### src/rtl/ethernet_inet_checksum_engine_pkg.sv
// Shared constants and helpers for the RFC 1071 checksum engine and its users.
package eth_csum_pkg;

  localparam int unsigned CSUM_W         = 16;
  localparam int unsigned ETH_HDR_BYTES  = 14;
  localparam int unsigned IPV4_HDR_BYTES = 20;
  localparam int unsigned ICMP_SKIP      = ETH_HDR_BYTES + IPV4_HDR_BYTES;
  localparam int unsigned UDP_SKIP       = 34;
  localparam int unsigned FOLD_ACC_W     = 32;

  typedef enum logic {StIdle, StSum} csum_state_e;

  // First fold stage: low half plus high half, carry kept in bit 16.
  function automatic logic [CSUM_W:0] csum_fold(input logic [FOLD_ACC_W-1:0] acc);
    return {1'b0, acc[15:0]} + {1'b0, acc[31:16]};
  endfunction

endpackage

### src/rtl/ethernet_inet_checksum_engine_word_adder.sv
// Combinational masked big-endian 16-bit word sum across one stream beat.
module eth_csum_word_adder
  import eth_csum_pkg::*;
#(
  parameter int unsigned DATA_W = 64,
  parameter int unsigned SUM_W  = 32
) (
  input  logic [DATA_W-1:0]   i_data,
  input  logic [DATA_W/8-1:0] i_mask,
  output logic [SUM_W-1:0]    o_sum
);

  localparam int unsigned NWORDS = DATA_W / CSUM_W;

  logic [CSUM_W-1:0] w_words [NWORDS];

  // Even byte is the high half of each word; masked bytes contribute zero.
  for (genvar j = 0; j < NWORDS; j++) begin : g_word
    assign w_words[j] = {i_mask[2*j]   ? i_data[16*j +: 8]   : 8'h00,
                         i_mask[2*j+1] ? i_data[16*j+8 +: 8] : 8'h00};
  end

  always_comb begin
    o_sum = '0;
    for (int j = 0; j < NWORDS; j++) begin
      o_sum = o_sum + SUM_W'(w_words[j]);
    end
  end

endmodule

### src/rtl/ethernet_inet_checksum_engine.sv
// Passive AXI-Stream RX checksum monitor with header skip, seed and 2-stage fold.
// Define ETH_CSUM_VERIFY_EN to build the zero-result compare driving o_csum_ok.
module ethernet_inet_checksum_engine
  import eth_csum_pkg::*;
#(
  parameter int unsigned DATA_W     = 64,
  parameter int unsigned SKIP_BYTES = 34,
  parameter int unsigned ACC_W      = 32
) (
  input  logic                i_clk,
  input  logic                i_reset,
  input  logic [DATA_W-1:0]   i_s_axis_tdata,
  input  logic [DATA_W/8-1:0] i_s_axis_tkeep,
  input  logic                i_s_axis_tvalid,
  input  logic                i_s_axis_tready,
  input  logic                i_s_axis_tlast,
  input  logic [15:0]         i_seed,
  input  logic                i_seed_valid,
  input  logic                i_abort,
  output logic [15:0]         o_csum,
  output logic                o_csum_valid,
  output logic                o_csum_ok
);

  localparam int unsigned NBYTES = DATA_W / 8;

  csum_state_e         r_state;
  logic [ACC_W-1:0]    r_acc;
  logic [ACC_W-1:0]    r_snap;
  logic                r_snap_v;
  logic [CSUM_W:0]     r_f1;
  logic                r_f1_v;
  logic [15:0]         r_seed;
  logic [15:0]         r_byte_cnt;

  logic                w_accept;
  logic                w_abort;
  logic                w_end;
  logic [15:0]         w_seed_eff;
  logic [ACC_W-1:0]    w_base;
  logic [ACC_W-1:0]    w_beat_sum;
  logic [NBYTES-1:0]   w_mask;
  logic [16:0]         w_cnt_inc;
  logic [CSUM_W:0]     w_f1;
  logic [CSUM_W-1:0]   w_csum_next;

  assign w_accept   = i_s_axis_tvalid & i_s_axis_tready;
  // Abort only matters while a frame is open or one is starting this cycle.
  assign w_abort    = i_abort & ((r_state == StSum) | w_accept);
  assign w_end      = w_accept & i_s_axis_tlast & ~i_abort;
  assign w_seed_eff = i_seed_valid ? i_seed : r_seed;
  assign w_base     = (r_state == StIdle) ? ACC_W'(w_seed_eff) : r_acc;
  assign w_cnt_inc  = {1'b0, r_byte_cnt} + 17'(NBYTES);

  always_comb begin
    w_mask = '0;
    for (int k = 0; k < NBYTES; k++) begin
      w_mask[k] = i_s_axis_tkeep[k] && ((17'(r_byte_cnt) + 17'(k)) >= 17'(SKIP_BYTES));
    end
  end

  eth_csum_word_adder #(
    .DATA_W (DATA_W),
    .SUM_W  (ACC_W)
  ) u_word_adder (
    .i_data (i_s_axis_tdata),
    .i_mask (w_mask),
    .o_sum  (w_beat_sum)
  );

  always_ff @(posedge i_clk or posedge i_reset) begin
    if (i_reset) begin
      r_state    <= StIdle;
      r_acc      <= '0;
      r_seed     <= '0;
      r_byte_cnt <= '0;
    end else if (w_abort || w_end) begin
      r_state    <= StIdle;
      r_acc      <= '0;
      r_seed     <= '0;
      r_byte_cnt <= '0;
    end else begin
      if (w_accept) begin
        r_state    <= StSum;
        r_acc      <= w_base + w_beat_sum;
        r_byte_cnt <= w_cnt_inc[16] ? 16'hFFFF : w_cnt_inc[15:0];
      end
      if (i_seed_valid) begin
        r_seed <= i_seed;
      end
    end
  end

  // Fold runs on a snapshot so the accumulator is free for the next frame at once.
  assign w_f1        = {1'b0, r_snap[15:0]} + (CSUM_W+1)'(r_snap[ACC_W-1:16]);
  assign w_csum_next = ~(r_f1[15:0] + 16'(r_f1[16]));

  always_ff @(posedge i_clk or posedge i_reset) begin
    if (i_reset) begin
      r_snap       <= '0;
      r_snap_v     <= 1'b0;
      r_f1         <= '0;
      r_f1_v       <= 1'b0;
      o_csum       <= '0;
      o_csum_valid <= 1'b0;
    end else begin
      r_snap_v     <= w_end;
      r_f1_v       <= r_snap_v;
      o_csum_valid <= r_f1_v;
      if (w_end) begin
        r_snap <= w_base + w_beat_sum;
      end
      if (r_snap_v) begin
        r_f1 <= w_f1;
      end
      if (r_f1_v) begin
        o_csum <= w_csum_next;
      end
    end
  end

`ifdef ETH_CSUM_VERIFY_EN
  always_ff @(posedge i_clk or posedge i_reset) begin
    if (i_reset) begin
      o_csum_ok <= 1'b0;
    end else if (r_f1_v) begin
      o_csum_ok <= (w_csum_next == 16'h0000);
    end
  end
`else
  assign o_csum_ok = 1'b0;
`endif

endmodule

### config.mk
export PLATFORM = sky130hd
export DESIGN_NAME = ethernet_inet_checksum_engine
export DESIGN_NICKNAME = d
export VERILOG_FILES = /design/src/rtl/ethernet_inet_checksum_engine_pkg.sv /design/src/rtl/ethernet_inet_checksum_engine_word_adder.sv /design/src/rtl/ethernet_inet_checksum_engine.sv
export SDC_FILE = /design/constraint.sdc
export NUM_CORES = 1
export LEC_CHECK = 0
export ABC_AREA = 1
export BUFFER_PORTS_ARGS = -buffer_cell sky130_fd_sc_hd__buf_2
export CORE_AREA = 2 2 131 146
export DETAILED_ROUTE_END_ITERATION = 8
export DIE_AREA = 0 0 133 148
export PLACE_DENSITY_LB_ADDON = 0.15
export SLEW_MARGIN = 20
export SYNTH_ARGS = -nofsm -noshare
export SYNTH_HDL_FRONTEND = slang
export SYNTH_SLANG_ARGS = --single-unit
### constraint.sdc
create_clock -name i_clk -period 10.9 [get_ports i_clk]
set_input_delay 0.545 -clock i_clk [delete_from_list [all_inputs] [get_ports i_clk]]
set_output_delay 0.545 -clock i_clk [all_outputs]
set_load 0.01 [all_outputs]
# Word level (Yosys, flattened, before mapping)
# Index checks and enable logic that the tools add are counted.
[classes]
addsub = 14
order_cmp = 8
muxes = 18
bitwise = 7
n_reduce_logical = 10
[op_table]
columns = ["operator", "count"]
rows = [
  ["17-bit by 6-bit >= comparator with 1-bit output (second input constant)", 7],
  ["32-bit 2-to-1 mux", 3],
  ["16-bit 2-to-1 mux", 5],
  ["16-bit by 3-bit adder with 17-bit output (second input constant)", 4],
  ["32-bit by 16-bit adder with 32-bit output", 2],
  ["8-bit 2-to-1 mux", 8],
  ["16-bit by 16-bit adder with 17-bit output", 2],
  ["16-bit by 2-bit adder with 17-bit output (second input constant)", 2],
  ["32-bit adder", 1],
  ["16-bit by 1-bit adder with 17-bit output (second input constant)", 1],
  ["16-bit by 4-bit adder with 17-bit output (second input constant)", 1],
  ["16-bit by 1-bit adder with 16-bit output", 1],
  ["16-bit by 6-bit >= comparator with 1-bit output (second input constant)", 1],
  ["16-bit NOT", 1],
  ["1-bit logical AND", 8],
  ["1-bit AND", 4],
  ["1-bit 2-to-1 mux", 2],
  ["2-bit nonzero test", 1],
  ["1-bit logical OR", 1],
  ["1-bit NOT", 1],
  ["1-bit bitwise OR", 1],
]
[totals]
regBits = 133
in_bits = 95
wordCells = 67

# Longest topological paths before layout
[depth]
word_depth = 10
ltp_mapped = 41

# Hierarchy
# Synthesis repeated with hierarchy kept, for this count alone.
[hier_totals]
hier_cells = 1845
hier_area_um2 = 12047.8
[modules_own_cells]
columns = ["mod", "instances", "cells_per_inst", "area_per_inst_um2"]
rows = [
  ["ethernet_inet_checksum_engine", 1, 1419, 9509.1],
  ["eth_csum_word_adder", 1, 426, 2538.7],
]

# Worst setup path before layout
# OpenSTA, ideal clock, no wires.
[synth_path]
path_type = "register -> register"
from = "reg r_byte_cnt[3]"
to = "reg r_snap[16]"
setup_time_ns = 0.118
t_arrival_ns = 5.486
slack_ns = 5.296
stages_incl_launch_ff = 36
path_buffers = 0
period_less_slack_ns = 5.604
path_cell_list = "dfrtp_1 -> ha_1 -> nand2_1 -> nor2_2 -> nand3_1 -> nand2_1 -> nand2_1 -> inv_2 -> nand2_1 -> nor2_1 -> nand3_1 -> nand2_2 -> nor2_1 -> ha_1 -> fa_1 -> nand3_1 -> nand2_1 -> a21boi_0 -> inv_1 -> nand2_1 -> nand2_1 -> xor2_1 -> fa_1 -> inv_1 -> fa_1 -> inv_1 -> ha_1 -> nand2_1 -> inv_1 -> a21oi_1 -> o21ai_0 -> inv_1 -> nand2_1 -> or2_2 -> nand3_1 -> nand2_1"
[synth_via]
elab_chain_len = 8
[synth_rtl]
columns = ["item", "line_no", "rtl"]
rows = [
  ["start: declaration", "ethernet_inet_checksum_engine.sv:34", "logic [15:0] r_byte_cnt;"],
  ["start signal: assignment", "ethernet_inet_checksum_engine.sv:86", "r_byte_cnt <= w_cnt_inc[16] ? 16'hFFFF : w_cnt_inc[15:0];"],
  ["16-bit by 1-bit adder with 17-bit output or 16-bit by 2-bit adder with 17-bit output (tied branches)", "ethernet_inet_checksum_engine.sv:58", "w_mask[k] = i_s_axis_tkeep[k] && ((17'(r_byte_cnt) + 17'(k)) >= 17'(SKIP_BYTES));"],
  ["17-bit by 6-bit >= comparator with 1-bit output", "ethernet_inet_checksum_engine.sv:58", ""],
  ["1-bit logical AND", "ethernet_inet_checksum_engine.sv:58", ""],
  ["8-bit 2-to-1 mux, on equally long branches", "ethernet_inet_checksum_engine_word_adder.sv:20, ethernet_inet_checksum_engine_word_adder.sv:19", ""],
  ["16-bit by 16-bit adder with 17-bit output", "ethernet_inet_checksum_engine_word_adder.sv:26", "o_sum = o_sum + SUM_W'(w_words[j]);"],
  ["32-bit by 16-bit adder with 32-bit output", "ethernet_inet_checksum_engine_word_adder.sv:26", ""],
  ["32-bit by 16-bit adder with 32-bit output (*)", "ethernet_inet_checksum_engine_word_adder.sv:26", ""],
  ["32-bit adder (*)", "ethernet_inet_checksum_engine.sv:111", "r_snap <= w_base + w_beat_sum;"],
  ["end signal: assignment", "ethernet_inet_checksum_engine.sv:111", ""],
  ["end: declaration", "ethernet_inet_checksum_engine.sv:29", "logic [ACC_W-1:0] r_snap;"],
]
# Mark *: on every way between the ends. The rest lies on a longest branch, timed or not.
# A chain may end at the register's enable or synchronous reset.

# Final worst setup path
[layout_path]
from = "reg r_byte_cnt[3]"
to = "reg r_acc[30]"
[layout_via]
elab_chain_len = 10
[layout_rtl]
columns = ["item", "line_no", "rtl"]
rows = [
  ["16-bit by 1-bit adder with 17-bit output or 16-bit by 2-bit adder with 17-bit output (tied branches)", "ethernet_inet_checksum_engine.sv:58", ""],
  ["17-bit by 6-bit >= comparator with 1-bit output", "ethernet_inet_checksum_engine.sv:58", ""],
  ["1-bit logical AND", "ethernet_inet_checksum_engine.sv:58", ""],
  ["8-bit 2-to-1 mux, on equally long branches", "ethernet_inet_checksum_engine_word_adder.sv:20, ethernet_inet_checksum_engine_word_adder.sv:19", ""],
  ["16-bit by 16-bit adder with 17-bit output", "ethernet_inet_checksum_engine_word_adder.sv:26", ""],
  ["32-bit by 16-bit adder with 32-bit output", "ethernet_inet_checksum_engine_word_adder.sv:26", ""],
  ["32-bit by 16-bit adder with 32-bit output (*)", "ethernet_inet_checksum_engine_word_adder.sv:26", ""],
  ["32-bit adder (*)", "ethernet_inet_checksum_engine.sv:85", "r_acc <= w_base + w_beat_sum;"],
  ["32-bit 2-to-1 mux (*)", "ethernet_inet_checksum_engine.sv:83", "if (w_accept) begin"],
  ["32-bit 2-to-1 mux (*)", "ethernet_inet_checksum_engine.sv:77", "end else if (w_abort || w_end) begin"],
  ["end signal: assignment", "ethernet_inet_checksum_engine.sv:85", ""],
  ["end: declaration", "ethernet_inet_checksum_engine.sv:28", "logic [ACC_W-1:0] r_acc;"],
]
# Mark *: on every way between the ends. The rest lies on a longest branch, timed or not. The select of a mux whose other input is x is not followed.

==> metrics.md <==
| Metric | Value |
|---|---|
| Sw Pwr | `0.661 mW` |
| Remaining DRCs | `0` |
| TNS Setup | `0 ns` |
| Final #Nets | `~1900` |
| Crit start category | `flip-flop` |
| Post-synthesis cell type count | `46` |
| Fin. Hold Viols | `0` |
| CTS Root Buffer Type | `clkbuf_16` |
| I/O Buffers | `111` |
| Setup bufs post-CTS | `0` |
| Die height | `148 um` |
| CTS tree | `done` |
| Crit path max-delay family | `simple AND/OR/NAND/NOR gates` |
| Syn_nets | `between 1500 and 2000` |
| Core area | `18200 um2` |
| Worst path required time | `11.21 ns` |
| Max-cap violation count | `0` |
| Max rail drop VDD | `about 0.00011 V` |
| Yosys warns | `0` |
| Max transition margin | `24.9%` |
| All-layer global routing usage | `31.7%` |
| Endpoint class of the critical path | `flip-flop` |
| Worst-skew pair later-pin latency | `0.43 ns` |
| Clk_skew | `0.0151 ns` |
| Layout cells sized above 1 | `approximately 11%` |
| Top FF cell, synth | `dfrtp_1` |
| P per Cell Area | `146 nW/um2` |
| # IOs | `~110` |
| Min cycle time layout | `approximately 6.8 ns` |
| First-pass GRT wire length | `49400 um` |
| Setup Viol. Count Final | `0` |
| Reg power frac | `37.4%` |
| Via count | `10600` |
| CP bufs+invs | `4` |
| Post-Place Cells | `around 1900` |
| Vias in the first global route | `10200` |
| Largest net degree at the start of global routing | `73` |
| Max Clock Freq | `roughly 0.15 GHz` |
| Design area | `12100 um2` |
| Post-DR vias/cell | `~5.4` |
| Top cells by area in the synthesized netlist | `dfrtp_1 30%, nand2_1 16%, inv_1 8.4%` |
| Row count | `52` |
| Ys async rst share | `100%` |
| Detail Route Antenna Nets | `0` |
| Initial antenna violation count | `0` |
| Drt first-iter violations | `just over 700` |
| GP Congestion | `0.992` |
| Hold Crit Class | `in2async` |
| Number of flops mapped to enable cells by yosys | `0` |
| Hold Buf Count CTS | `0` |
| Num CTS Buffers | `17` |
| Critical Path AT | `7.16 ns` |
| Die area | `19700 um2` |
| Logic pwr share | `between 20 and 30%` |
| CP most frequent cell | `nand2_1` |
| TritonCTS Sinks | `131` |
| Max incr delay on CP | `0.53 ns` |
| #FFs+latches synth | `131` |
| Clock-pin slew on the worst setup and hold paths | `0.07 ns` |
| Mapped Cells | `1581` |
| Avg Inst Size Synth | `6.82 um2` |
| Max-slew violations | `0` |
| Final WL | `30500 um` |
| WS Path Type | `reg2reg` |
| Least-Margin Pin Slew | `1.12 ns` |
| Unrepaired setup endpoints after global routing | `no` |
| Post-Layout Cell Count | `approximately 1900` |
| Clock power frac | `33.5%` |
| Leakage | `around 6.9 nW` |
| Cell area after synthesis | `10800 um2` |
| Initial Util | `59.4%` |
| Placed cell areas | `roughly 12000 um2` |
| Final period utilization | `62.8%` |
| H-tree level count | `4` |
| Max FO, Critical Path | `8` |
| Slowest stage cell, crit path | `fa_1` |
| Die Width | `~130 um` |
| Cell taking the most area after synthesis | `dfrtp_1` |
| Outcome | `finished, final reports clean` |
| Sw Ratio | `37.5%` |
| Diode count | `0` |
| Drt pass-1 iters | `8` |
| Synth top area share | `30.4%` |
| Post-cts gate resize count | `0` |
| Avg WL per Cell | `15.7 um` |
| Clock Tree Buf Depth | `2` |
| Area delta synth->final | `12.3%` |
| Int Pwr | `1.10 mW` |
| Sequential fraction of the synthesis area | `30.4%` |
| Post-DP HPWL | `between 20000 and 25000 um` |
| Grt total ovfl | `0` |
[sequential cells by signal, indices dropped and copies added (netlist names)]
register,cells
r_state,1
r_acc,32
r_byte_cnt,14
r_f1_v,1
r_seed,16
r_snap,32
r_f1,17
o_csum,16
r_snap_v,1
o_csum_valid,1
[cell type report]
cell class	instances	area [um2]
Clock buffer	17	425
Clock inverter	15	164
Fill cell	1655	6030
Inverter	249	937
Multi-Input combinational cell	1168	6420
Sequential cell	131	3280
Tap cell	243	304
Timing Repair Buffer	115	586
[stage by stage]
stage          setup WS, ns  util [%]  hold WS, ns  power (mW)
6_report               4.06      66.8        0.250        1.76
2_1_floorplan          5.30         -        0.410        1.01
3_5_place_dp           4.13      63.5        0.460        1.18
3_3_place_gp           4.22      63.5        0.459        1.16
4_1_cts                4.09      66.8        0.280        1.77
5_1_grt                3.48      66.8        0.303        1.87
[layer usage]
metal / global-route usage [%] / wire [um]
met5: 0 / 0
met4: 11.1 / 974
met3: 5.38 / 1770
met2: 54.2 / 14600
met1: 40.7 / 13200
[path summary, 6_finish.rpt]
| path | startpoint | to | slack, ns | cells after the start |
|---|---|---|---|---|
| max in group asynchronous | i_reset | r_snap[23]$_DFFE_PP0P_ | 9.19 | 3 |
| min reg2reg | o_csum[7]$_DFFE_PP0P_ | o_csum[7]$_DFFE_PP0P_ | 0.48 | 2 |
| max | r_byte_cnt[3]$_DFFE_PP0P_ | r_acc[30]$_DFFE_PP0P_ | 4.06 | 38 |
| min in group i_clk | i_seed[6] | r_seed[6]$_DFF_PP0_ | 0.41 | 3 |
| max reg2reg | r_byte_cnt[3]$_DFFE_PP0P_ | r_acc[30]$_DFFE_PP0P_ | 4.06 | 38 |
| min | i_reset | o_csum[2]$_DFFE_PP0P_ | 0.25 | 2 |
[cells in the mapped netlist, types with 10 or more instances]
master / number
nand3_1: 140
a21oi_1: 61
clkbuf_1: 20
xor2_1: 19
o21ai_0: 86
mux2i_1: 16
nand2_1: 471
ha_1: 61
inv_1: 242
nand4_1: 16
o22ai_1: 10
nor2_1: 161
xnor2_1: 16
dfrtp_1: 131
fa_1: 34
[cells by family (layout without fill, tap and decap cells)]
kind of cell,after synthesis,count (layout),synth area share [%]
AND/OR/NAND/NOR,838,838,32.7
buffers and inverters,282,396,10.1
AO/OA/AOI/OAI,183,183,9.15
flip-flops,131,131,30.4
adder cells (fa/ha/maj),95,95,13.4
XOR/XNOR,35,35,2.84
multiplexers,16,16,1.48
other,1,1,0.0348
[power by group through the flow]
| stage | clock [mW] | combinational (mW) | sequential, mW |
|---|---|---|---|
| after detailed placement | 0 | 0.510 | 0.666 |
| after floorplan | 0 | 0.357 | 0.653 |
| after CTS | 0.592 | 0.514 | 0.659 |
| final | 0.591 | 0.514 | 0.660 |
| after global routing | 0.614 | 0.582 | 0.672 |
| after global placement | 0 | 0.497 | 0.664 |
[cell usage in the layout, fill, tap and decap left out, types with 17 or more instances in the layout]
master,count
buf_2,111
o21ai_0,86
clkbuf_16,17
fa_1,34
a21oi_1,61
nor2_1,161
dfrtp_1,131
nand3_1,140
inv_1,240
ha_1,61
nand2_1,471
xor2_1,19
[worst register-to-register path: cells and delay by family, from the launching register on]
family          cells  cell delay, ns
simple gates       27            3.21
fa+ha+maj           6            2.38
flops               1            0.48
compound gates      1            0.45
buf+inv             4            0.22
(Power assumes the default switching activity.)
